`src/rtl/rotor_stepper.sv`:
```
// Rotor stepper: NUM_ROTORS chained modulo-MODULUS position counters that
// advance together on a key-press step, odometer style or with the Enigma
// pawl double-step when DOUBLE_STEP_EN is defined.
// Optional feature macro: DOUBLE_STEP_EN.

// Per-rotor datapath: increment with wrap, notch match, load range check.
module rotor_cell #(
  parameter int WIDTH   = 5,
  parameter int MODULUS = 26
) (
  input  logic [WIDTH-1:0] cur_i,
  input  logic [WIDTH-1:0] ld_val_i,
  input  logic [WIDTH-1:0] notch_val_i,
  output logic [WIDTH-1:0] nxt_o,
  output logic [WIDTH-1:0] ld_fix_o,
  output logic             ld_bad_o,
  output logic             at_notch_o,
  output logic             at_top_o
);
  // One extra bit so MODULUS == 2**WIDTH compares correctly.
  localparam logic [WIDTH:0]   MOD_W = (WIDTH+1)'(MODULUS);
  localparam logic [WIDTH-1:0] TOP   = WIDTH'(MODULUS - 1);

  assign at_top_o   = (cur_i == TOP);
  assign nxt_o      = at_top_o ? '0 : cur_i + WIDTH'(1);
  assign ld_bad_o   = ({1'b0, ld_val_i} >= MOD_W);
  assign ld_fix_o   = ld_bad_o ? '0 : ld_val_i;
  // An out-of-range notch can never match a legal position.
  assign at_notch_o = ({1'b0, notch_val_i} < MOD_W) && (cur_i == notch_val_i);
endmodule

module rotor_stepper #(
  parameter int NUM_ROTORS = 3,
  parameter int WIDTH      = 5,
  parameter int MODULUS    = 26
) (
  input  logic                        clk,
  input  logic                        rst,
  input  logic                        load,
  input  logic [NUM_ROTORS*WIDTH-1:0] load_pos,
  input  logic [NUM_ROTORS*WIDTH-1:0] notch_pos,
  input  logic                        step,
  output logic [NUM_ROTORS*WIDTH-1:0] pos,
  output logic                        step_done,
  output logic                        wrap_out,
  output logic                        err
);
  logic [NUM_ROTORS-1:0][WIDTH-1:0] pos_q, pos_d;
  logic [NUM_ROTORS-1:0][WIDTH-1:0] nxt, ld_fix;
  logic [NUM_ROTORS-1:0]            ld_bad, at_notch, at_top, adv;
  logic                             done_q, done_d;
  logic                             wrap_q, wrap_d;
  logic                             err_q, err_d;

  genvar g;
  generate
    for (g = 0; g < NUM_ROTORS; g++) begin : g_rotor
      rotor_cell #(.WIDTH(WIDTH), .MODULUS(MODULUS)) u_cell (
        .cur_i      (pos_q[g]),
        .ld_val_i   (load_pos[g*WIDTH +: WIDTH]),
        .notch_val_i(notch_pos[g*WIDTH +: WIDTH]),
        .nxt_o      (nxt[g]),
        .ld_fix_o   (ld_fix[g]),
        .ld_bad_o   (ld_bad[g]),
        .at_notch_o (at_notch[g]),
        .at_top_o   (at_top[g])
      );
    end
  endgenerate

  // Which rotors advance on a step; decided from pre-step positions only.
  always_comb begin
    adv    = '0;
    adv[0] = 1'b1;
    for (int k = 1; k < NUM_ROTORS; k++) begin
`ifdef DOUBLE_STEP_EN
      // Pawl k rides on rotor k-1's notch, and also kicks rotor k along
      // when rotor k itself sits on its notch (leftmost has no such pawl).
      adv[k] = at_notch[k-1] | ((k <= NUM_ROTORS - 2) && at_notch[k]);
`else
      adv[k] = adv[k-1] & at_notch[k-1];
`endif
    end
  end

  // Next-state: load beats step; step also produces the done/wrap pulses.
  always_comb begin
    pos_d  = pos_q;
    done_d = 1'b0;
    wrap_d = 1'b0;
    err_d  = err_q;
    if (load) begin
      pos_d = ld_fix;
      err_d = |ld_bad;
    end else if (step) begin
      for (int k = 0; k < NUM_ROTORS; k++)
        if (adv[k]) pos_d[k] = nxt[k];
      done_d = 1'b1;
      wrap_d = adv[NUM_ROTORS-1] & at_top[NUM_ROTORS-1];
    end
  end

  // State registers; reset discards any coincident load or step.
  always_ff @(posedge clk) begin
    if (rst) begin
      pos_q  <= '0;
      done_q <= 1'b0;
      wrap_q <= 1'b0;
      err_q  <= 1'b0;
    end else begin
      pos_q  <= pos_d;
      done_q <= done_d;
      wrap_q <= wrap_d;
      err_q  <= err_d;
    end
  end

  assign pos       = pos_q;
  assign step_done = done_q;
  assign wrap_out  = wrap_q;
  assign err       = err_q;
endmodule

```
`config.mk`:
```
export PLATFORM = sky130hd
export DESIGN_NAME = rotor_stepper
export DESIGN_NICKNAME = d
export VERILOG_FILES = /design/src/rtl/rotor_stepper.sv
export SDC_FILE = /design/constraint.sdc
export NUM_CORES = 1
export LEC_CHECK = 0
export CAP_MARGIN = 20
export CORE_UTILIZATION = 43
export DETAILED_ROUTE_END_ITERATION = 6
export PLACE_DENSITY_LB_ADDON = 0.25
export SYNTH_ARGS = -nofsm -noshare
export SYNTH_HDL_FRONTEND = slang
export SYNTH_SLANG_ARGS = --single-unit
```
`constraint.sdc`:
```
create_clock -name clk -period 2.25 [get_ports clk]
set_input_delay 0.225 -clock clk [delete_from_list [all_inputs] [get_ports clk]]
set_output_delay 0.225 -clock clk [all_outputs]
set_load 0.1 [all_outputs]
```
Word level (Yosys, flattened, before mapping)
Cells that the tools add are included.
Widths: inputs -> output; s select.
- add/subtract/negate cells: 3
- order comparisons: 5
- equal/unequal tests: 5
- muxes and demuxes: 11
- bitwise gates (word level): 3
- reduce and logical (&&, ||, !) cells: 10
- operator list (cell ; count):
    $mux 5 ; 8
    $mux 15 ; 2
    $add 5x1->5 const B ; 3
    $eq 5x5->1 const B ; 3
    $ge 5x5->1 const B ; 3
    $eq 5x5->1 ; 2
    $lt 5x5->1 const B ; 2
    $reduce_bool 2->1 ; 3
    $reduce_or 3->1 ; 2
    $reduce_and 2->1 ; 2
    $and 1x1->1 ; 2
    $logic_and 1x1->1 ; 2
    $reduce_or 2->1 ; 1
    $mux 1 ; 1
    $not 1->1 ; 1
- flip-flop bits (word level): 18
- bits of input ports: 34
- output and inout port bits: 18

Depth between registers and ports, before layout
- word-level depth: 6
- gate-level depth with buffers: 7

By module
From an unflattened synthesis, not the netlist that was laid out.
- cell total of the unflattened synthesis: 181
- area, all modules: 1615.3 um^2
- by module, submodules not included (module ; instances ; cells an instance ; area an instance (um^2) ; sequential area each (um^2)):
    rotor_stepper ; 1 ; 79 ; 872.1 ; 360.3
    rotor_cell ; 3 ; 34 ; 247.7 ; 0.0

Least setup slack after synthesis
No wires, ideal clock.
- path type: register to register
- start: register pos_q (netlist bit pos[3])
- end: register pos_q (netlist bit pos[10])
- data arrival time: 2.308 ns
- required time: 2.129 ns
- slack: -0.179 ns
- stages on the path, launching flop included: 7
- buffers on the path: 1
- clock period less this slack: 2.429 ns
- cells stage by stage: dfxtp_1 buf_6 nor4bb_1 o211a_1 o2111a_2 a21oi_4 mux2_4
- word-level cells in the longest chain between the ends: 5
- RTL lines (element ; RTL line ; text):
    from (decl) ; 48 ; logic [NUM_ROTORS-1:0][WIDTH-1:0] pos_q, pos_d;
    from (signal assigned) ; 111 ; pos_q <= pos_d;
    $eq 5x5->1 ; 29 ; assign at_notch_o = ({1'b0, notch_val_i} < MOD_W) && (cur_i == notch_val_i);
    $logic_and 1x1->1 ; 29 ;
    $and 1x1->1 ; 81 ; adv[k] = adv[k-1] & at_notch[k-1];
    $reduce_bool 2->1 (no source line) ; n/a ;
    $reduce_and 2->1 (no source line) ; n/a ;
No other way between the ends.
A chain may end at the register's enable or synchronous reset.

Worst setup path after layout
- start: register pos_q (netlist bit pos[3])
- end: register pos_q (netlist bit pos[13])
The elaborated chain is that of the path after synthesis.

==> impl_metrics.ini <==
[critical_path]
end_kind = register
cp_num_buf_inv = 0
worst-path-max-fanout = 9
worst_r2r_endpoint = pos[13]
path_delay_family = compound AO/OA/AOI/OAI gates
worstPathRequired_ns = 2.45
crit_path_max_incr_delay_ns = 0.39
critical_path.startpoint = pos[3]
regToRegStartpoint = pos[3]
critical_path_depth = 5
startpoint_types = register
worstPathCellList = nor4bb_1 -> o211a_1 -> o2111a_2 -> a21oi_4 -> mux2_4
ff2ff_path_depth = 5
r2r_setup_slack_ns = 0.44
cp_slowest_cell = sky130_fd_sc_hd__dfxtp_2
worstSetupEndpoint = pos[13]
cp.arrival_ns = 2.01
crit_type = reg2reg

[placed_design]
portBuffers = 46
pre_cts_setup_slack_ns = 0.122
half_perimeter_wire_length_of_the_detailed_placement_result_um = 2640
gp_congestion = 0.794
place_area_um2 = 1790
placed_cells_incl_taps = 235

[cells_and_area]
layout-area-overhead-vs-synth_pct = 37.1
num_antenna_cells = 0
multi_input_comb_area_um2 = 901
design_area_um2 = 1830
nFillCells = 257
fin_cells = 239
layout-drive-gt1-share_pct = 20.2
storage_element_area_um2 = 367
finish.net_count = 249

[sta]
tightest_slew_ns = 0.607
min_period_ns = 1.81
clock_skew_ns = 0.000627
final.setup.worst_slack_ns = 0.437
rsz_0062_raised_after_global_routing = false
setup_tns_ns = 0
finalHoldViolations = 0
post-route-period-util_pct = 80.6
finalSetupViolCount = 0
slew_headroom_pct = 59.4
max_freq_mhz = 552
slew_violations = 0

[die]
dieHeight_um = 57.6
dieArea_um2 = 3320
initial_utilization_pct = 46.7
width_of_the_chip_um = 57.6
ios = 52
core-area_um2 = 2850
placementRows = 19

[yosys]
yosys.area_share.adder_pct = 5.64
post_synth_main_area_contributors = sky130_fd_sc_hd__dfxtp_1, sky130_fd_sc_hd__xor2_1, sky130_fd_sc_hd__ha_1, sky130_fd_sc_hd__mux2_4, sky130_fd_sc_hd__nand3_1
post_synthesis_compound_gate_area_fraction_pct = 26.6
synth.cells.most_frequent = sky130_fd_sc_hd__dfxtp_1, sky130_fd_sc_hd__nor2_1, sky130_fd_sc_hd__nand3_1, sky130_fd_sc_hd__a21oi_1, sky130_fd_sc_hd__o21ai_0
synth_top_area_share_pct = 27.1
syn_inst = 161
synth_xor_area_share_pct = 7.89
synth.ff_latch_count = 18
yosys_warnings = 0
async_reset_ff_share_pct = 0
synth.mux.area_fraction_pct = 6.39
yosysTopAreaCell = sky130_fd_sc_hd__dfxtp_1
ys.flop_type = sky130_fd_sc_hd__dfxtp_1
synth_enable_flop_cells = 0
synthMostInstantiatedCell = sky130_fd_sc_hd__dfxtp_1
combinational_family_with_the_most_area_after_synthesis = compound AO/OA/AOI/OAI gates
synth-simple-area-share_pct = 21.1
yosysSeqAreaShare_pct = 27.1
synthesis.nets = 201
synth.cell_area_um2 = 1330
synth.avg_cell_area_um2 = 8.27
synth_cell_type_count = 43

[drt]
drt_iter0_markers = 41
via_count = 1402
drc_errors = 3
detail_route.first_pass.iterations = 7
routed_wirelength_um = 3510
wire_per_inst_um = 14.7
routed_via_density = 5.87
route.antenna.remaining_nets = 0

[power]
leakagePower_nw = 0.750
ir_drop_mv = 0.481
power-per-cell-area_nw_per_um2 = 527

[outcome]
failed_checks = DRC
result_of_the_run = finished with violations

[clocking]
cts_inserted_buffers = 3
hold_buffers = 0
deepest_clock_path_buffer_count = 2
tritoncts_num_sinks = 18
postCtsSetupBuffers = 0
cts_htree_levels = 1
path_clk_slew_ns = 0.11
cts_repair_resize_count = 0
cts_tree = done
insertion_delay_ns = 0.29
clk_root_buffer_cell = sky130_fd_sc_hd__clkbuf_4

[min_path]
hold-path-cell-count = 2
min-delay-path-class = reg2reg

[grt]
antenna_violations_before_repair = 0
grt_first_pass_wirelength_um = 5790
largest_net_degree_at_the_start_of_global_routing = 19
gr-usage-all-layers_pct = 21.8
gr-total-overflow = 0
via_count_of_the_first_global_routing_pass = 1340

[run]
maxCapViolCount = 0
==> kinds of logic after synthesis <==
logic type	count (synthesis)
buffers and inverters	16
and+or+nand+nor	56
muxes	6
xor gates and xnor gates	12
adders and majority gates	6
AOI/OAI and AO/OA	47
DFF	18
==> registers in the layout (all words and copies together) (netlist names) <==
register / cells
wrap_out: 1
pos: 15
err: 1
step_done: 1
==> how the worst min path moves through the flow <==
stage	startpoint	to	slack, ns
after global placement	err	err	0.50
after floorplan	step	step_done	0.39
final	err	err	0.51
after detailed placement	err	err	0.50
after global routing	err	err	0.55
after CTS	err	err	0.52
==> tightest hold or removal path, cell delays in order, from the launching register on <==
cell	delay, ns
sky130_fd_sc_hd__dfxtp_1	0.33
sky130_fd_sc_hd__nor2_1	0.09
sky130_fd_sc_hd__a311oi_1	0.05
==> area by class of cell <==
| class | count | share of cell area (%) |
|---|---|---|
| inverter | 8 | 1.64 |
| timing repair buffer | 51 | 24.8 |
| sequential | 18 | 20.1 |
| clock buffer | 4 | 1.99 |
| multi-input combinational | 127 | 49.3 |
| tap | 31 | 2.12 |
==> through the flow <==
stage                     total power (W)  hold slack, ns  util, %
after global placement           0.000753           0.499     62.7
after CTS                        0.000964           0.518     64.0
final                            0.000961           0.510     64.0
after floorplan                  0.000642           0.392        -
after global routing              0.00100           0.549     64.0
after detailed placement         0.000761           0.504     62.7
==> layout by cell type (no fill, tap or decap), types with 2 or more instances in the layout <==
cell type                         instances
sky130_fd_sc_hd__inv_1                    8
sky130_fd_sc_hd__nand3_1                 13
sky130_fd_sc_hd__buf_4                   23
sky130_fd_sc_hd__mux2_4                   5
sky130_fd_sc_hd__dfxtp_1                 13
sky130_fd_sc_hd__a211oi_1                 3
sky130_fd_sc_hd__nor3b_1                  2
sky130_fd_sc_hd__nor2_1                  17
sky130_fd_sc_hd__xor2_1                   9
sky130_fd_sc_hd__nand4b_1                 2
sky130_fd_sc_hd__and3_1                   2
sky130_fd_sc_hd__dfxtp_2                  5
sky130_fd_sc_hd__and2_1                   2
sky130_fd_sc_hd__nand2_1                  6
sky130_fd_sc_hd__o211ai_1                 4
sky130_fd_sc_hd__a22oi_1                  2
sky130_fd_sc_hd__clkdlybuf4s50_1         28
sky130_fd_sc_hd__o21ai_0                 10
sky130_fd_sc_hd__nor3_1                   5
sky130_fd_sc_hd__ha_1                     6
sky130_fd_sc_hd__xnor2_1                  3
sky130_fd_sc_hd__clkbuf_4                 3
sky130_fd_sc_hd__a2bb2oi_1                2
sky130_fd_sc_hd__nor2b_1                  4
sky130_fd_sc_hd__a21oi_1                 10
sky130_fd_sc_hd__a311oi_1                 3
==> power breakdown <==
part | internal, W | switching [W]
Clock | 0.0000986 | 0.000106
Combinational | 0.000135 | 0.000246
Sequential | 0.000340 | 0.0000351
==> metal layers <==
layer / vias to the layer above / GRT usage [%] / wire length, um
met5: - / 0 / 0
met3: 6 / 5.80 / 221
met2: 49 / 38.4 / 1720
met1: 659 / 26.1 / 1510
met4: 0 / 6.27 / 60
li1: 688 / - / -
Note: power is estimated with default switching activity, not from simulation.
